[src/rtl/bgr_pkg.sv]
// Shared types and constants for the background-removal pixel path.
package bgr_pkg;

  typedef logic [23:0] pixel_t;

  // RGB field positions inside a packed pixel
  localparam int R_MSB = 23;
  localparam int R_LSB = 16;
  localparam int G_MSB = 15;
  localparam int G_LSB = 8;
  localparam int B_MSB = 7;
  localparam int B_LSB = 0;

  localparam int DEF_IMG_WIDTH  = 640;
  localparam int DEF_IMG_HEIGHT = 480;

  localparam pixel_t BG_BLACK = 24'h000000;

endpackage

[src/rtl/pixel_align_fifo.sv]
// First-word-fall-through FIFO that holds RGB pixels while their mask is
// still in flight. Pointers carry one extra wrap bit so full and empty can
// be told apart when the address bits match.
module pixel_align_fifo
  import bgr_pkg::*;
#(
  parameter int DATA_WIDTH = 24,
  parameter int DEPTH      = 64
) (
  input  logic                  clk,
  input  logic                  rst_n,
  input  logic                  wr_en,
  input  logic [DATA_WIDTH-1:0] wr_data,
  input  logic                  rd_en,
  output logic [DATA_WIDTH-1:0] rd_data,
  output logic                  full,
  output logic                  empty
);

  localparam int AW = (DEPTH > 1) ? $clog2(DEPTH) : 1;

  logic [DATA_WIDTH-1:0] mem [DEPTH];
  logic [AW:0]           wr_ptr;
  logic [AW:0]           rd_ptr;
  logic                  do_wr;
  logic                  do_rd;

  assign empty   = (wr_ptr == rd_ptr);
  assign full    = (wr_ptr[AW] != rd_ptr[AW]) && (wr_ptr[AW-1:0] == rd_ptr[AW-1:0]);
  assign do_wr   = wr_en && !full;
  assign do_rd   = rd_en && !empty;
  // Head of queue is always presented, so a pop consumes the word already shown
  assign rd_data = mem[rd_ptr[AW-1:0]];

  // Pointer update; flushing on reset discards any buffered pixels
  always_ff @(posedge clk or negedge rst_n) begin
    if (!rst_n) begin
      wr_ptr <= '0;
      rd_ptr <= '0;
    end else begin
      if (do_wr) wr_ptr <= wr_ptr + 1'b1;
      if (do_rd) rd_ptr <= rd_ptr + 1'b1;
    end
  end

  // Storage array carries data only, so it needs no reset
  always_ff @(posedge clk) begin
    if (do_wr) mem[wr_ptr[AW-1:0]] <= wr_data;
  end

endmodule

[src/rtl/mask_compositor.sv]
// Final stage of background removal: pairs each buffered RGB pixel with its
// late-arriving 1-bit mask and emits either the pixel (foreground) or the
// background colour, tagged with raster start/end-of-line and end-of-frame.
// Optional feature macro: FG_COUNT_EN -- when defined, counts foreground
// pixels per frame and publishes the total on o_FG_COUNT at each EOF;
// otherwise o_FG_COUNT is tied to zero.
module mask_compositor
  import bgr_pkg::*;
#(
  parameter int DATA_WIDTH = 24,
  parameter int FIFO_DEPTH = 64,
  parameter int IMG_WIDTH  = DEF_IMG_WIDTH,
  parameter int IMG_HEIGHT = DEF_IMG_HEIGHT
) (
  input  logic                  i_CLK,
  input  logic                  i_RSTn,
  input  logic                  i_VALID,
  input  logic [DATA_WIDTH-1:0] i_DATA,
  input  logic                  i_MASK_VALID,
  input  logic                  i_MASK,
  input  logic [DATA_WIDTH-1:0] i_BG_COLOR,
  input  logic                  i_ERR_CLR,
  output logic                  o_VALID,
  output logic [DATA_WIDTH-1:0] o_DATA,
  output logic                  o_SOL,
  output logic                  o_EOL,
  output logic                  o_EOF,
  output logic                  o_ERR_OVF,
  output logic                  o_ERR_UNF,
  output logic [$clog2(IMG_WIDTH*IMG_HEIGHT+1)-1:0] o_FG_COUNT
);

  localparam int COL_W = (IMG_WIDTH  > 1) ? $clog2(IMG_WIDTH)  : 1;
  localparam int ROW_W = (IMG_HEIGHT > 1) ? $clog2(IMG_HEIGHT) : 1;
  localparam logic [COL_W-1:0] COL_LAST = COL_W'(IMG_WIDTH - 1);
  localparam logic [ROW_W-1:0] ROW_LAST = ROW_W'(IMG_HEIGHT - 1);

  // Foreground keeps the camera pixel, background takes the replacement colour
  function automatic logic [DATA_WIDTH-1:0] composite(
    input logic                  fg,
    input logic [DATA_WIDTH-1:0] pix,
    input logic [DATA_WIDTH-1:0] bg
  );
    return fg ? pix : bg;
  endfunction

  logic                  fifo_full_p0;
  logic                  fifo_empty_p0;
  logic [DATA_WIDTH-1:0] head_p0;
  logic                  push_p0;
  logic                  pop_p0;
  logic                  ovf_evt_p0;
  logic                  unf_evt_p0;
  logic [COL_W-1:0]      col_p0;
  logic [ROW_W-1:0]      row_p0;
  logic                  col_last_p0;
  logic                  row_last_p0;
  logic                  eof_p0;

  // ---- stage p0: FIFO occupancy decides push/pop against pre-write state ----
  assign push_p0     = i_VALID && !fifo_full_p0;
  assign ovf_evt_p0  = i_VALID && fifo_full_p0;
  assign pop_p0      = i_MASK_VALID && !fifo_empty_p0;
  assign unf_evt_p0  = i_MASK_VALID && fifo_empty_p0;
  assign col_last_p0 = (col_p0 == COL_LAST);
  assign row_last_p0 = (row_p0 == ROW_LAST);
  assign eof_p0      = pop_p0 && col_last_p0 && row_last_p0;

  pixel_align_fifo #(
    .DATA_WIDTH (DATA_WIDTH),
    .DEPTH      (FIFO_DEPTH)
  ) u_fifo (
    .clk     (i_CLK),
    .rst_n   (i_RSTn),
    .wr_en   (push_p0),
    .wr_data (i_DATA),
    .rd_en   (pop_p0),
    .rd_data (head_p0),
    .full    (fifo_full_p0),
    .empty   (fifo_empty_p0)
  );

  // Raster position of the pixel about to be popped; advances once per output
  always_ff @(posedge i_CLK or negedge i_RSTn) begin
    if (!i_RSTn) begin
      col_p0 <= '0;
      row_p0 <= '0;
    end else if (pop_p0) begin
      if (col_last_p0) begin
        col_p0 <= '0;
        row_p0 <= row_last_p0 ? '0 : row_p0 + 1'b1;
      end else begin
        col_p0 <= col_p0 + 1'b1;
      end
    end
  end

  // ---- stage p1: registered output pixel and raster markers ----
  // Markers are gated with the pop so they read 0 whenever o_VALID is 0
  always_ff @(posedge i_CLK or negedge i_RSTn) begin
    if (!i_RSTn) begin
      o_VALID <= 1'b0;
      o_DATA  <= '0;
      o_SOL   <= 1'b0;
      o_EOL   <= 1'b0;
      o_EOF   <= 1'b0;
    end else begin
      o_VALID <= pop_p0;
      o_SOL   <= pop_p0 && (col_p0 == '0);
      o_EOL   <= pop_p0 && col_last_p0;
      o_EOF   <= eof_p0;
      if (pop_p0) o_DATA <= composite(i_MASK, head_p0, i_BG_COLOR);
    end
  end

  // Sticky error flags; a new error in the clearing cycle keeps the flag set
  always_ff @(posedge i_CLK or negedge i_RSTn) begin
    if (!i_RSTn) begin
      o_ERR_OVF <= 1'b0;
      o_ERR_UNF <= 1'b0;
    end else begin
      if (ovf_evt_p0)     o_ERR_OVF <= 1'b1;
      else if (i_ERR_CLR) o_ERR_OVF <= 1'b0;
      if (unf_evt_p0)     o_ERR_UNF <= 1'b1;
      else if (i_ERR_CLR) o_ERR_UNF <= 1'b0;
    end
  end

`ifdef FG_COUNT_EN
  localparam int FG_W = $clog2(IMG_WIDTH*IMG_HEIGHT+1);

  logic [FG_W-1:0] fg_run_p0;
  logic [FG_W-1:0] fg_next_p0;

  // The EOF pixel itself is included in the total it publishes
  assign fg_next_p0 = fg_run_p0 + FG_W'(i_MASK);

  // Running foreground count, published and restarted at end of frame
  always_ff @(posedge i_CLK or negedge i_RSTn) begin
    if (!i_RSTn) begin
      fg_run_p0  <= '0;
      o_FG_COUNT <= '0;
    end else if (pop_p0) begin
      if (eof_p0) begin
        o_FG_COUNT <= fg_next_p0;
        fg_run_p0  <= '0;
      end else begin
        fg_run_p0  <= fg_next_p0;
      end
    end
  end
`else
  assign o_FG_COUNT = '0;
`endif

endmodule

[config.mk]
export PLATFORM = sky130hd
export DESIGN_NAME = mask_compositor
export DESIGN_NICKNAME = d
export VERILOG_FILES = /design/src/rtl/bgr_pkg.sv /design/src/rtl/pixel_align_fifo.sv /design/src/rtl/mask_compositor.sv
export SDC_FILE = /design/constraint.sdc
export NUM_CORES = 2
export LEC_CHECK = 0
export ABC_CLOCK_PERIOD_IN_PS = 9800
export BUFFER_PORTS_ARGS = -buffer_cell sky130_fd_sc_hd__buf_2
export CAP_MARGIN = 20
export CORE_ASPECT_RATIO = 0.75
export CORE_MARGIN = 2
export CORE_UTILIZATION = 60
export CTS_CLUSTER_SIZE = 16
export DETAILED_ROUTE_END_ITERATION = 10
export HOLD_SLACK_MARGIN = 0.15
export PLACE_DENSITY = 0.77
export SLEW_MARGIN = 20
export SYNTH_ARGS = -nofsm -noshare
export SYNTH_HDL_FRONTEND = slang
export SYNTH_SLANG_ARGS = --single-unit
[constraint.sdc]
create_clock -name i_CLK -period 9.8 [get_ports i_CLK]
set_input_delay 0.98 -clock i_CLK [delete_from_list [all_inputs] [get_ports i_CLK]]
set_output_delay 0.98 -clock i_CLK [all_outputs]
set_load 0.1 [all_outputs]
==> Yosys cells after proc, flatten, opt, wreduce, memory -nomap -nowiden <==
Memory sizes are Yosys's and may differ from the RTL's.
Cells that the tools add are included.
{ "totals": {"register_bits": 63, "n_memories": 1, "inputBits": 54, "ramBits": 1536, "out_inout_bits": 49} }
{ "op_classes": {"n_reduce_logical": 16, "n_addsub": 4, "n_mux": 8, "n_eq_ne": 5} }
{ "mem_list": {"columns": ["name", "depth", "width", "read_ports", "rd_ports_with_merged_regs", "wr", "line_no", "source"], "rows": [
  ["u_fifo.mem", 64, 24, 1, 0, 1, "pixel_align_fifo.sv:22", "logic [DATA_WIDTH-1:0] mem [DEPTH];"]
]} }
{ "op_table": {"columns": ["op", "n"], "rows": [
  ["$mux W24", 1],
  ["$add A7 B1 Y7 const B", 2],
  ["$add A10 B1 Y10 const B", 1],
  ["$eq A10 B10 Y1 const B", 1],
  ["$logic_and A1 B1 Y1", 10],
  ["$logic_not A10 Y1", 1],
  ["$mux W10", 1],
  ["$add A9 B1 Y9 const B", 1],
  ["$eq A9 B9 Y1 const B", 1],
  ["$mux W9", 1],
  ["$eq A7 B7 Y1", 1],
  ["$eq A6 B6 Y1", 1],
  ["$mux W1", 5],
  ["$reduce_bool A2 Y1", 2],
  ["$logic_not A1 Y1", 2],
  ["$reduce_and A2 Y1", 1],
  ["$ne A1 B1 Y1", 1]
]} }

==> Longest topological paths before layout <==
{ "depth": {"word_depth": 7, "ltp_mapped": 13} }

==> By module <==
From an unflattened synthesis, not the netlist that was laid out.
{ "unflattened": {"hier_cells": 3052, "area_unflattened_um2": 62446.1} }
{ "modules_own_cells": {"columns": ["module", "seq_area_each_um2", "cells_each", "instances", "area_per_inst_um2"], "rows": [
  ["pixel_align_fifo", 46474.6, 2811, 1, 60007.6],
  ["mask_compositor", 1226.2, 241, 1, 2438.6]
]} }

==> Worst setup path before layout <==
OpenSTA, ideal clock, no wires.
{ "synth_timing": {"path_type": "input to register", "from": "input port i_VALID", "to": "memory u_fifo.mem[63][0] (enable)", "path_buffers": 1, "setup_time_ns": 0.405, "t_arrival_ns": 2.708, "path_stages": 5, "path_slack_ns": 6.687, "path_cell_list": "nand2_1 > a21oi_1 > nand3_1 > clkbuf_1 > nor2_1"} }
{ "synth_between": {"elab_chain_len": 4} }
{ "synth_rtl": {"columns": ["element", "line_no", "source"], "rows": [
  ["from (decl)", "mask_compositor.sv:17", "input logic i_VALID,"],
  ["$logic_and A1 B1 Y1", "mask_compositor.sv:61", "assign push_p0 = i_VALID && !fifo_full_p0;"],
  ["$logic_and A1 B1 Y1", "pixel_align_fifo.sv:30", "assign do_wr = wr_en && !full;"],
  ["$mux W1", "pixel_align_fifo.sv:48", "if (do_wr) mem[wr_ptr[AW-1:0]] <= wr_data;"],
  ["$mux W1 (implied by the code)", "pixel_align_fifo.sv:48", null],
  ["to (decl)", "pixel_align_fifo.sv:22", null]
]} }
No other way between the ends.

==> Worst setup path after layout <==
{ "layout_timing": {"from": "register u_fifo.rd_ptr[0]", "to": "register o_DATA[23]"} }
{ "layout_between": {"elab_chain_len": 3} }
{ "layout_rtl": {"columns": ["element", "line_no", "source"], "rows": [
  ["from (decl)", "pixel_align_fifo.sv:24", "logic [AW:0] rd_ptr;"],
  ["from (signal assigned)", "pixel_align_fifo.sv:42", "if (do_rd) rd_ptr <= rd_ptr + 1'b1;"],
  ["parallel branches: the longest is 3 deep, another holds $mem_v2 Z64 W24", null, null],
  ["to (signal assigned)", "mask_compositor.sv:112", "if (pop_p0) o_DATA <= composite(i_MASK, head_p0, i_BG_COLOR);"],
  ["to (decl)", "mask_compositor.sv:24", "output logic [DATA_WIDTH-1:0] o_DATA,"]
]} }
Parallel ways; which one is timed is not known.
A chain may end at the register's enable or synchronous reset.

==> impl_metrics.ini <==
[synth]
synth_edf_count = 1536
synthFlopType = edfxtp_1
yosys.area.top_type = edfxtp_1
ys_types = 54
synthTopCellsByArea = edfxtp_1 75%, mux4_2 7.9%, mux2i_1 6.0%, dfrtp_1 2.5%, a22oi_1 1.6%
synth_area_per_cell_um2 = 19.68
synth_area_mm2 = 0.06189
syn_inst = 3144
synthArstFlopShare_pct = 3.940
ys_seq_area_share_pct = 77.08
synth_warnings = 0
synth_top_area_share_pct = 74.53
yosysMostFrequentCell = edfxtp_1
synth.top_cells.by_count = 1,536 x edfxtp_1, 372 x mux2i_1, 217 x mux4_2
ys_ff_latch = 1599

[sta]
final-max-slew-violation-count = 0
grt_setup_unrepaired = false
setup_viol_count_final = 0
worstMarginPinSlew_ns = 1.288
finalCriticalPeriod_ns = 5.048
max_freq_ghz = 0.1981
slew_headroom_pct = 13.24
fin_skew_ns = 0.02558
fin_crit_sh_pct = 51.51
hold_violations = 0
fin_tns_setup_ns = 0

[global_route]
grt_antenna_before_repair = 9
grt_pass1_wl_um = 226900
gr-total-overflow = 0
track_usage_pct = 30.51
grt_max_degree = 127
grt_pass1_vias = 32100

[worst_setup_path]
cp-end-kind = flop
required_ns = 10.44
criticalPathCategory = flop to flop
cpMaxStageDelayCell = dfrtp_4
cp_max_fo = 126
critical-path-max-stage-delay_ns = 1.08
start_kind = flop
worstPathArrival_ns = 5.68
crit_chain = buf_4 > buf_12 > mux4_2 > mux2i_1 > o21ai_0 > a211oi_1 > o21ai_1

[final_layout]
nNetsFinal = 3358
multi_input_area_mm2 = 0.01340
final_util_pct = 67.47
synthToLayoutAreaGrowth_pct = 10.91
fill_cells = 6196
final_layout_size_suffix_gt1_share_pct = 20.38
stdcell_area_mm2 = 0.06864
antenna_cells = 0
seqCellArea_mm2 = 0.04771

[clock_network]
cts_root_buffer = clkbuf_16
post_cts_resized = 0
clock_path_buffers = 3
postCtsSetupRepairBufs = 0
cts_tree = built
clk_pin_slew_ns = 0.07
cts_max_level = 4
cts_hold_buf = 0
cts_buffers = 144
clock-sinks = 1599
clock_latency_ns = 0.79

[die]
ioPinCount = 103
core_mm2 = 0.1017
die_w_um = 374.8
die_y_um = 282.1
die-area_mm2 = 0.1058
initial_core_util_pct = 60.84
rows = 101

[drt]
drtIter0Drc = 5291
route.vias.total = 32670
route.detailed.drc = 0
wirelength_um = 159200
via_per_inst = 6.873
dr.pass1.iters = 8
post_drt_wl_per_cell_um = 33.49
ant_nets = 0

[outcome]
status = complete, no violations

[place]
io_buffers = 83
hpwl_um = 87690
placed_area_mm2 = 0.06414
gp_congestion = 0.8630

[power_and_ir_drop]
p_per_area_mw_per_mm2 = 278.0
power.total_uw = 19080
ir_worst_vdd_mv = 0.3513
p_leak_uw = 0.02260

[flow_run]
cap_violations = 0

[worst_hold_path]
worstHoldPathType = primary input to async pin
-- worst max-delay path, delay by kind of cell (launching register included) --
family                 cells  cell delay (ns)
flip-flops                 1             1.08
multiplexers               2             1.24
buffers and inverters      2             1.51
AO/OA/AOI/OAI              3             0.81
-- cell usage in the layout (no fill, tap or decap), drive strengths merged, types with 24 or more instances in the layout --
cell type / Yosys / layout
edfxtp: 1536 / 1536
mux2i: 372 / 372
mux4: 217 / 217
buf: 123 / 194
clkbuf: 80 / 189
a22oi: 128 / 128
o21ai: 125 / 125
nand3: 81 / 81
nor2: 80 / 80
a21oi: 71 / 71
dfrtp: 63 / 63
nand2: 56 / 56
clkinv: 1 / 56
o221ai: 47 / 47
a221oi: 24 / 24
a211oi: 24 / 24
-- state kept, by name, indices dropped and copies added, names as in the netlist --
| register | cells |
|---|---|
| u_fifo.mem | 1536 |
| o_DATA | 24 |
| col_p0 | 10 |
| row_p0 | 9 |
| u_fifo.rd_ptr | 7 |
| u_fifo.wr_ptr | 7 |
| o_EOF | 1 |
| o_EOL | 1 |
| o_ERR_OVF | 1 |
| o_ERR_UNF | 1 |
| o_SOL | 1 |
| o_VALID | 1 |
-- path summary, 6_finish.rpt --
| kind | from | cells after the start | slack (ns) | endpoint |
|---|---|---|---|---|
| max | u_fifo.rd_ptr[0] | 7 | 4.75 | o_DATA[23] |
| max in group asynchronous | i_RSTn | 1 | 8.63 | u_fifo.rd_ptr[1] |
| min | i_RSTn | 1 | 0.40 | o_ERR_UNF |
| min in group i_CLK | i_ERR_CLR | 2 | 0.42 | o_ERR_UNF |
| max reg2reg | u_fifo.rd_ptr[0] | 7 | 4.75 | o_DATA[23] |
| min reg2reg | row_p0[7] | 1 | 0.48 | row_p0[7] |
-- layout make-up --
cell class	count	area share (%)
sequential	1599	69.51
tap	1339	2.441
multi-input combinational	1346	19.52
clock buffer	189	5.711
timing repair buffer	194	1.910
clock inverter	73	0.8294
inverter	14	0.07838
-- where the power goes --
| part | switching, uW | leakage (uW) | total, uW | internal (uW) |
|---|---|---|---|---|
| clock network | 2450 | 0.00218 | 5420 | 2970 |
| logic | 3670 | 0.00581 | 5560 | 1890 |
| registers | 305 | 0.0146 | 8100 | 7800 |
| total | 6420 | 0.0226 | 19100 | 12700 |
-- stage by stage --
stage | instances | hold slack (ns) | worst slack (ns)
finish | 4754 | 0.4041 | 4.752
global route | 4754 | 0.4242 | 4.521
CTS | 4754 | 0.3883 | 4.772
detailed placement | 4492 | 0.4803 | 4.833
global placement | 4491 | 0.4514 | 4.857
floorplan | 3162 | 0.4399 | 6.687
-- kinds of logic (layout without fill, tap and decap cells) --
logic type / after synthesis / after routing / share of synthesized area (%)
fa+ha+maj: 5 / 5 / 0.1011
other cells: 1 / 19 / 0.006059
xor+xnor: 27 / 27 / 0.3821
simple gates: 267 / 267 / 2.084
compound gates: 438 / 438 / 4.670
buf+inv: 217 / 470 / 1.747
mux: 590 / 590 / 13.93
flops: 1599 / 1599 / 77.08
-- routing by layer --
metal | routed length [um] | GRT usage, %
met3 | 24440 | 12.21
met4 | 4964 | 10.24
met1 | 59610 | 42.90
met5 | 73 | 0
met2 | 70140 | 44.06
Power figures use the tool's default switching activity.
